## src/rtl/qspi_arb.sv

```systemverilog
`default_nettype none
// ---------------------------------------------------------------------------
// qspi_arb : round-robin i/d/x arbiter with write-back priority and watchdog
//            in front of a QSPI line-transfer engine.      Rev 1.0
// ---------------------------------------------------------------------------
module qspi_arb #(
  parameter int PA          = 24,
  parameter int LINE_LENGTH = 4,
  parameter int TIMEOUT     = 255,
  localparam int TW         = PA - $clog2(LINE_LENGTH)
) (
  input  logic          clk,
  input  logic          reset,
  input  logic          i_req,
  input  logic [TW-1:0] i_tag,
  input  logic          d_req,
  input  logic          d_write,
  input  logic [TW-1:0] d_tag,
  input  logic          x_req,
  input  logic          x_write,
  input  logic [TW-1:0] x_tag,
  input  logic [1:0]    i_mem,
  input  logic [1:0]    d_mem,
  input  logic [1:0]    x_mem,
  output logic          i_grant,
  output logic          d_grant,
  output logic          x_grant,
  output logic          i_done,
  output logic          d_done,
  output logic          x_done,
  output logic          err,
  output logic          q_req,
  output logic          q_write,
  output logic          q_i_d,
  output logic [1:0]    q_mem,
  output logic [TW-1:0] q_paddr,
  input  logic          q_done,
  output logic          busy
);

  localparam logic [1:0] c_IDLE    = 2'd0;
  localparam logic [1:0] c_XFER    = 2'd1;
  localparam logic [1:0] c_RELEASE = 2'd2;
  localparam logic [7:0] c_WD_LAST = 8'(TIMEOUT - 1);

  logic [1:0]    state_q, state_d;
  logic [2:0]    grant_q, grant_d;
  logic [2:0]    done_q, done_d;
  logic [2:0]    last_q, last_d;
  logic          push_q, push_d;
  logic          err_q, err_d;
  logic [7:0]    wd_q, wd_d;
  logic          wr_q, wr_d;
  logic          iside_q, iside_d;
  logic [1:0]    mem_q, mem_d;
  logic [TW-1:0] paddr_q, paddr_d;

  logic [2:0]    w_sel;
  logic          w_sel_write;
  logic [1:0]    w_sel_mem;
  logic [TW-1:0] w_sel_tag;
  logic          w_wd_expire;

  assign w_wd_expire = (wd_q == c_WD_LAST);

  // A pending push beats rotation unless the last grant was itself a push.
  always_comb begin
    w_sel = 3'b000;
    if (d_req && d_write && !push_q) begin
      w_sel = 3'b010;
    end else begin
      case (last_q)
        3'b001: begin
          if (d_req)      w_sel = 3'b010;
          else if (x_req) w_sel = 3'b100;
          else if (i_req) w_sel = 3'b001;
        end
        3'b010: begin
          if (x_req)      w_sel = 3'b100;
          else if (i_req) w_sel = 3'b001;
          else if (d_req) w_sel = 3'b010;
        end
        default: begin
          if (i_req)      w_sel = 3'b001;
          else if (d_req) w_sel = 3'b010;
          else if (x_req) w_sel = 3'b100;
        end
      endcase
    end
  end

  always_comb begin
    w_sel_write = 1'b0;
    w_sel_mem   = i_mem;
    w_sel_tag   = i_tag;
    if (w_sel[1]) begin
      w_sel_write = d_write;
      w_sel_mem   = d_mem;
      w_sel_tag   = d_tag;
    end else if (w_sel[2]) begin
      w_sel_write = x_write;
      w_sel_mem   = x_mem;
      w_sel_tag   = x_tag;
    end
  end

  always_ff @(posedge clk) begin
    if (reset) state_q <= c_IDLE;
    else       state_q <= state_d;
  end

  always_comb begin
    state_d = state_q;
    case (state_q)
      c_IDLE:    if (|w_sel) state_d = c_XFER;
      c_XFER:    if (q_done || w_wd_expire) state_d = c_RELEASE;
      c_RELEASE: state_d = c_IDLE;
      default:   state_d = c_IDLE;
    endcase
  end

  always_comb begin
    grant_d = grant_q;
    done_d  = 3'b000;
    err_d   = 1'b0;
    wd_d    = wd_q;
    last_d  = last_q;
    push_d  = push_q;
    wr_d    = wr_q;
    iside_d = iside_q;
    mem_d   = mem_q;
    paddr_d = paddr_q;
    case (state_q)
      c_IDLE: begin
        if (|w_sel) begin
          grant_d = w_sel;
          wd_d    = 8'd0;
          last_d  = w_sel;
          push_d  = w_sel[1] & w_sel_write;
          wr_d    = w_sel_write;
          iside_d = w_sel[0];
          mem_d   = w_sel_mem;
          paddr_d = w_sel_tag;
        end
      end
      c_XFER: begin
        // q_done outranks a watchdog expiry in the same cycle.
        if (q_done) begin
          done_d = grant_q;
        end else if (w_wd_expire) begin
          done_d = grant_q;
          err_d  = 1'b1;
        end else begin
          wd_d = wd_q + 8'd1;
        end
      end
      c_RELEASE: grant_d = 3'b000;
      default:   grant_d = 3'b000;
    endcase
  end

  always_ff @(posedge clk) begin
    if (reset) begin
      grant_q <= 3'b000;
      done_q  <= 3'b000;
      err_q   <= 1'b0;
      wd_q    <= 8'd0;
      last_q  <= 3'b100;
      push_q  <= 1'b0;
      wr_q    <= 1'b0;
      iside_q <= 1'b0;
      mem_q   <= 2'd0;
      paddr_q <= '0;
    end else begin
      grant_q <= grant_d;
      done_q  <= done_d;
      err_q   <= err_d;
      wd_q    <= wd_d;
      last_q  <= last_d;
      push_q  <= push_d;
      wr_q    <= wr_d;
      iside_q <= iside_d;
      mem_q   <= mem_d;
      paddr_q <= paddr_d;
    end
  end

  assign i_grant = grant_q[0];
  assign d_grant = grant_q[1];
  assign x_grant = grant_q[2];
  assign i_done  = done_q[0];
  assign d_done  = done_q[1];
  assign x_done  = done_q[2];
  assign err     = err_q;
  assign q_req   = (state_q == c_XFER);
  assign q_write = wr_q;
  assign q_i_d   = iside_q;
  assign q_mem   = mem_q;
  assign q_paddr = paddr_q;
  assign busy    = (state_q != c_IDLE);

endmodule
`default_nettype wire

```

## config.mk

```make
export PLATFORM = sky130hd
export DESIGN_NAME = qspi_arb
export DESIGN_NICKNAME = d
export VERILOG_FILES = /design/src/rtl/qspi_arb.sv
export SDC_FILE = /design/constraint.sdc
export NUM_CORES = 1
export LEC_CHECK = 0
export CAP_MARGIN = 15
export CORE_ASPECT_RATIO = 0.6
export CORE_UTILIZATION = 41
export DETAILED_ROUTE_END_ITERATION = 6
export HOLD_SLACK_MARGIN = 0.08
export PLACE_DENSITY_LB_ADDON = 0.05
export SLEW_MARGIN = 20
export SYNTH_ARGS = -nofsm -noshare
export SYNTH_HDL_FRONTEND = slang
export SYNTH_SLANG_ARGS = --single-unit
```

## constraint.sdc

```tcl
create_clock -name clk -period 2.7 [get_ports clk]
set_input_delay 0.54 -clock clk [delete_from_list [all_inputs] [get_ports clk]]
set_output_delay 0.54 -clock clk [all_outputs]
set_load 0.1 [all_outputs]
```

==> results of run 1 <==
==> synth_stat cells, types with 2 or more instances <==
cell type   n
mux2i_1     2
or3_1       3
o31ai_1     2
nand3_1     8
nand2_1    16
a221o_1    17
dfxtp_1    46
a31oi_1     9
a22o_1     17
nand2b_1    2
nand4_1    11
o21a_1      3
and2_1     18
buf_4       2
inv_1       6
clkbuf_1   11
a21boi_0    7
a21oi_1     3
buf_2       2
ha_1        2
nor2b_1     2
o32ai_1     3
and2_2      3
o21ai_0    16
nor2_1      5
nor3_1      5
buf_6       3
==> per-layer routing <==
| layer | up-vias | routed length [um] | track usage, % |
|---|---|---|---|
| met1 | 1105 | 3310 | 32.6 |
| met2 | 88 | 2740 | 34.0 |
| met3 | 2 | 535 | 5.99 |
| met4 | 0 | 15 | 5.67 |
| met5 | - | 0 | 0 |
| li1 | 1216 | - | - |
==> cell families (layout without fill, tap and decap cells) <==
group / after synthesis / in the layout
AND/OR/NAND/NOR: 87 / 87
adder cells (fa/ha/maj): 2 / 2
multiplexers: 2 / 2
buffers and inverters: 25 / 145
XOR/XNOR: 2 / 2
AO/OA/AOI/OAI: 89 / 89
flip-flops: 46 / 46
==> layout by cell type, fill, tap and decap left out, types with 3 or more instances in the layout <==
cell and n:
clkdlybuf4s50_1 79, buf_4 49, dfxtp_1 45, and2_1 18
a221o_1 17, a22o_1 17, o21ai_0 16, nand2_1 16
nand4_1 11, a31oi_1 9, nand3_1 8, a21boi_0 7
inv_1 6, nor2_1 5, nor3_1 5, clkbuf_8 5
o21a_1 3, a21oi_1 3, o32ai_1 3, and2_2 3
or3_1 3
==> worst max-delay path, stage by stage <==
cell,delay (ps)
clkdlybuf4s50_1,490
buf_4,140
and3b_1,250
a211o_1,170
a41oi_2,240
nor2_2,590
a22o_1,250
==> how the worst min path moves through the flow <==
stage / from / end / slack [ps] / depth (start not counted)
final: q_paddr[11] / q_paddr[11] / 490 / 1
after global routing: q_paddr[15] / q_paddr[15] / 510 / 1
after CTS: q_paddr[14] / q_paddr[14] / 490 / 1
after detailed placement: q_paddr[11] / q_paddr[11] / 470 / 1
after global placement: q_paddr[17] / q_paddr[17] / 460 / 1
after floorplan: wd_q[7] / wd_q[7] / 450 / 2
==> state kept, by name, summed over array words and instances (netlist names) <==
name / count
last_q: 3
q_write: 1
q_mem: 2
state_q: 2
wd_q: 8
push_q: 1
err: 1
done_q: 3
q_paddr: 22
grant_q: 3
==> metrics by stage <==
| step | setup TNS, ps | hold WS, ps | utilization (%) | setup WS [ps] | std cells |
|---|---|---|---|---|---|
| finish | 0 | 490 | 69.0 | 272 | 450 |
| CTS | 0 | 491 | 69.0 | 277 | 450 |
| detailed placement | -472 | 465 | 67.3 | -48.5 | 442 |
| global route | 0 | 507 | 69.0 | 120 | 450 |
| floorplan | 0 | 451 | - | 23.3 | 253 |
| global placement | -4.92 | 464 | 67.3 | -4.92 | 442 |
==> area by class of cell <==
cell class,instances,area [um2]
Sequential cell,46,922
Multi-Input combinational cell,182,1310
Clock inverter,3,23.8
Clock buffer,5,68.8
Tap cell,77,96.3
Timing Repair Buffer,130,1200
Fill cell,437,1640
Inverter,7,26.3
==> power groups by stage <==
stage / Combinational, mW / Sequential, mW / Clock (mW)
2_1_floorplan: 0.280 / 1.18 / 0
3_3_place_gp: 0.942 / 0.802 / 0
3_5_place_dp: 0.947 / 0.800 / 0
4_1_cts: 0.949 / 0.786 / 0.452
5_1_grt: 0.993 / 0.797 / 0.480
6_report: 0.946 / 0.787 / 0.442
==> key figures, run 1 <==
GRT
  • First-pass GRT wire length: around 11 mm
  • Largest net degree at the start of global routing: 27
  • Tot GR Track Use: 22.6%
  • Initial antenna violation count: 0
  • Number of global-route vias before repair: 2175
  • Global route overflow: 0

Clock tree
  • Maximum clock path buffer count: 2
  • Setup Fix Bufs, Post-CTS: 0
  • H-tree Lvls: 2
  • Num CTS Buffers: 5
  • Post-CTS sizing: 0
  • Clk Latency, worst-skew pair: just over 300 ps
  • Clock Tree Root: clkbuf_8
  • Clock-pin slew of the registers on the worst-case setup and hold paths: ~90 ps
  • Hold Buf Count CTS: 0
  • CTS sink cnt: 46
  • CTS tree: built

Status
  • Status: finished, final reports clean

Timing
  • Slew @ Worst Pin: roughly 790 ps
  • RSZ-0062 raised after global routing: false
  • Clock skew: 12.4 ps
  • Setup violators final: 0
  • Slew margin rel.: 46.9%
  • Final period util: around 90%
  • Final Hold Fails: 0
  • Final min period: 2430 ps
  • Max Fclk: just over 400 MHz
  • Max Slew Vio Count: 0

Floorplanning
  • Num ports: approximately 120
  • Initial Util: 44.6%
  • Core Footprint: 5280 um2
  • Die W: between 90 and 100 um
  • Die ar.: 6060 um2
  • Row cnt: 20
  • Die H: between 60 and 70 um

Drt
  • Drc violations: 0
  • Via density: about 5.4
  • Via Count: ~2400
  • DRT iter0 DRCs: 129
  • DRT antenna net count: 0
  • WL final: ~6.6 mm
  • Pre-Repair DR Iteration Count: 4
  • Drt wl/cell: 14.7 um

Setup path
  • Crit path kind: input port to flip-flop
  • FF-to-FF Start: wd_q[0]
  • R2r endpoint: wd_q[7]
  • Critical Path AT: about 2700 ps
  • CP Capture Point: q_paddr[13]
  • Worst reg-to-reg path cell count: 7
  • CP Max Fanout: 17
  • Reg2reg setup slack: just over 400 ps
  • CP Capture Type: flip-flop
  • Crit path launch: d_req
  • Startpoint Class: input port
  • CP required: between 2000 and 3000 ps

Final layout
  • Antenna Cells: 0
  • Area Overhead vs Synth: 54.7%
  • Share of layout cells above drive strength 1: about a fifth
  • Layout Nets: about 450
  • Layout Cell Area excl Fill: roughly 3600 um2

Synth
  • Largest family of logic cells by synthesized area: compound AO/OA/AOI/OAI gates
  • Post-synthesis sequential area ratio: about two fifths
  • Syn Inst Count: about 250
  • Synthesized cell area: 2350 um2
  • Yosys reg bits: 46
  • Post-Synth Simple-Gate Area: between 20% and 30%
  • Post-synth EDFFs: 0
  • Post-synth top flop: dfxtp_1
  • Yosys cell types: 56
  • Post-synth top area share: about two fifths
  • Synth Area in Compound Gates: 30.8%
  • Mux contribution to synthesized area: less than 1%
  • Adder-cell share of the synthesized area: 1.06%
  • Mapped Avg Cell Area: 9.31 um2
  • Async SR Flop Fraction: 0%
  • Synth warn: 0
  • Dominant cell type by area after synthesis: dfxtp_1
  • Post-Synth XOR/XNOR Area: less than 1%
  • Syn_nets: between 300 and 400
  • Largest cells by area after synthesis: dfxtp_1 39%, a221o_1 7.2%, a22o_1 6.3%

Placement
  • I/O Buffers: approximately 110
  • Dpl cell area: ~3600 um2
  • DP Wirelength: 4.91 mm
  • Routability congestion estimate: 0.905

Pwr
  • Total power draw: 2.17 mW
  • Switching share of power: between 40% and 50%
  • Flop pwr share: 36.2%
  • Combinational share of power: 43.5%
  • Leak: ~1.4 nW
  • Sw Pwr: ~0.93 mW
  • Worst VDD drop: roughly 0.32 mV
  • Power share of the clock group: between 20% and 30%
  • Int Power: ~1.2 mW
  • Pwr dens: roughly 600 nW/um2

Job
  • MaxCap Viol Count: 0

Hold path
  • Hold Path Class: flip-flop to flip-flop
(Power assumes the default switching activity.)
==> inputs of run 2 (changes only) <==
--- a/config.mk
+++ b/config.mk
@@ -7,6 +7,7 @@
 export LEC_CHECK = 0
 export CAP_MARGIN = 15
 export CORE_ASPECT_RATIO = 0.6
+export CORE_MARGIN = 1
 export CORE_UTILIZATION = 41
 export DETAILED_ROUTE_END_ITERATION = 6
 export HOLD_SLACK_MARGIN = 0.08
==> results of run 2 <==
No change in the layout: final DEF, timing and power equal those of run 1.
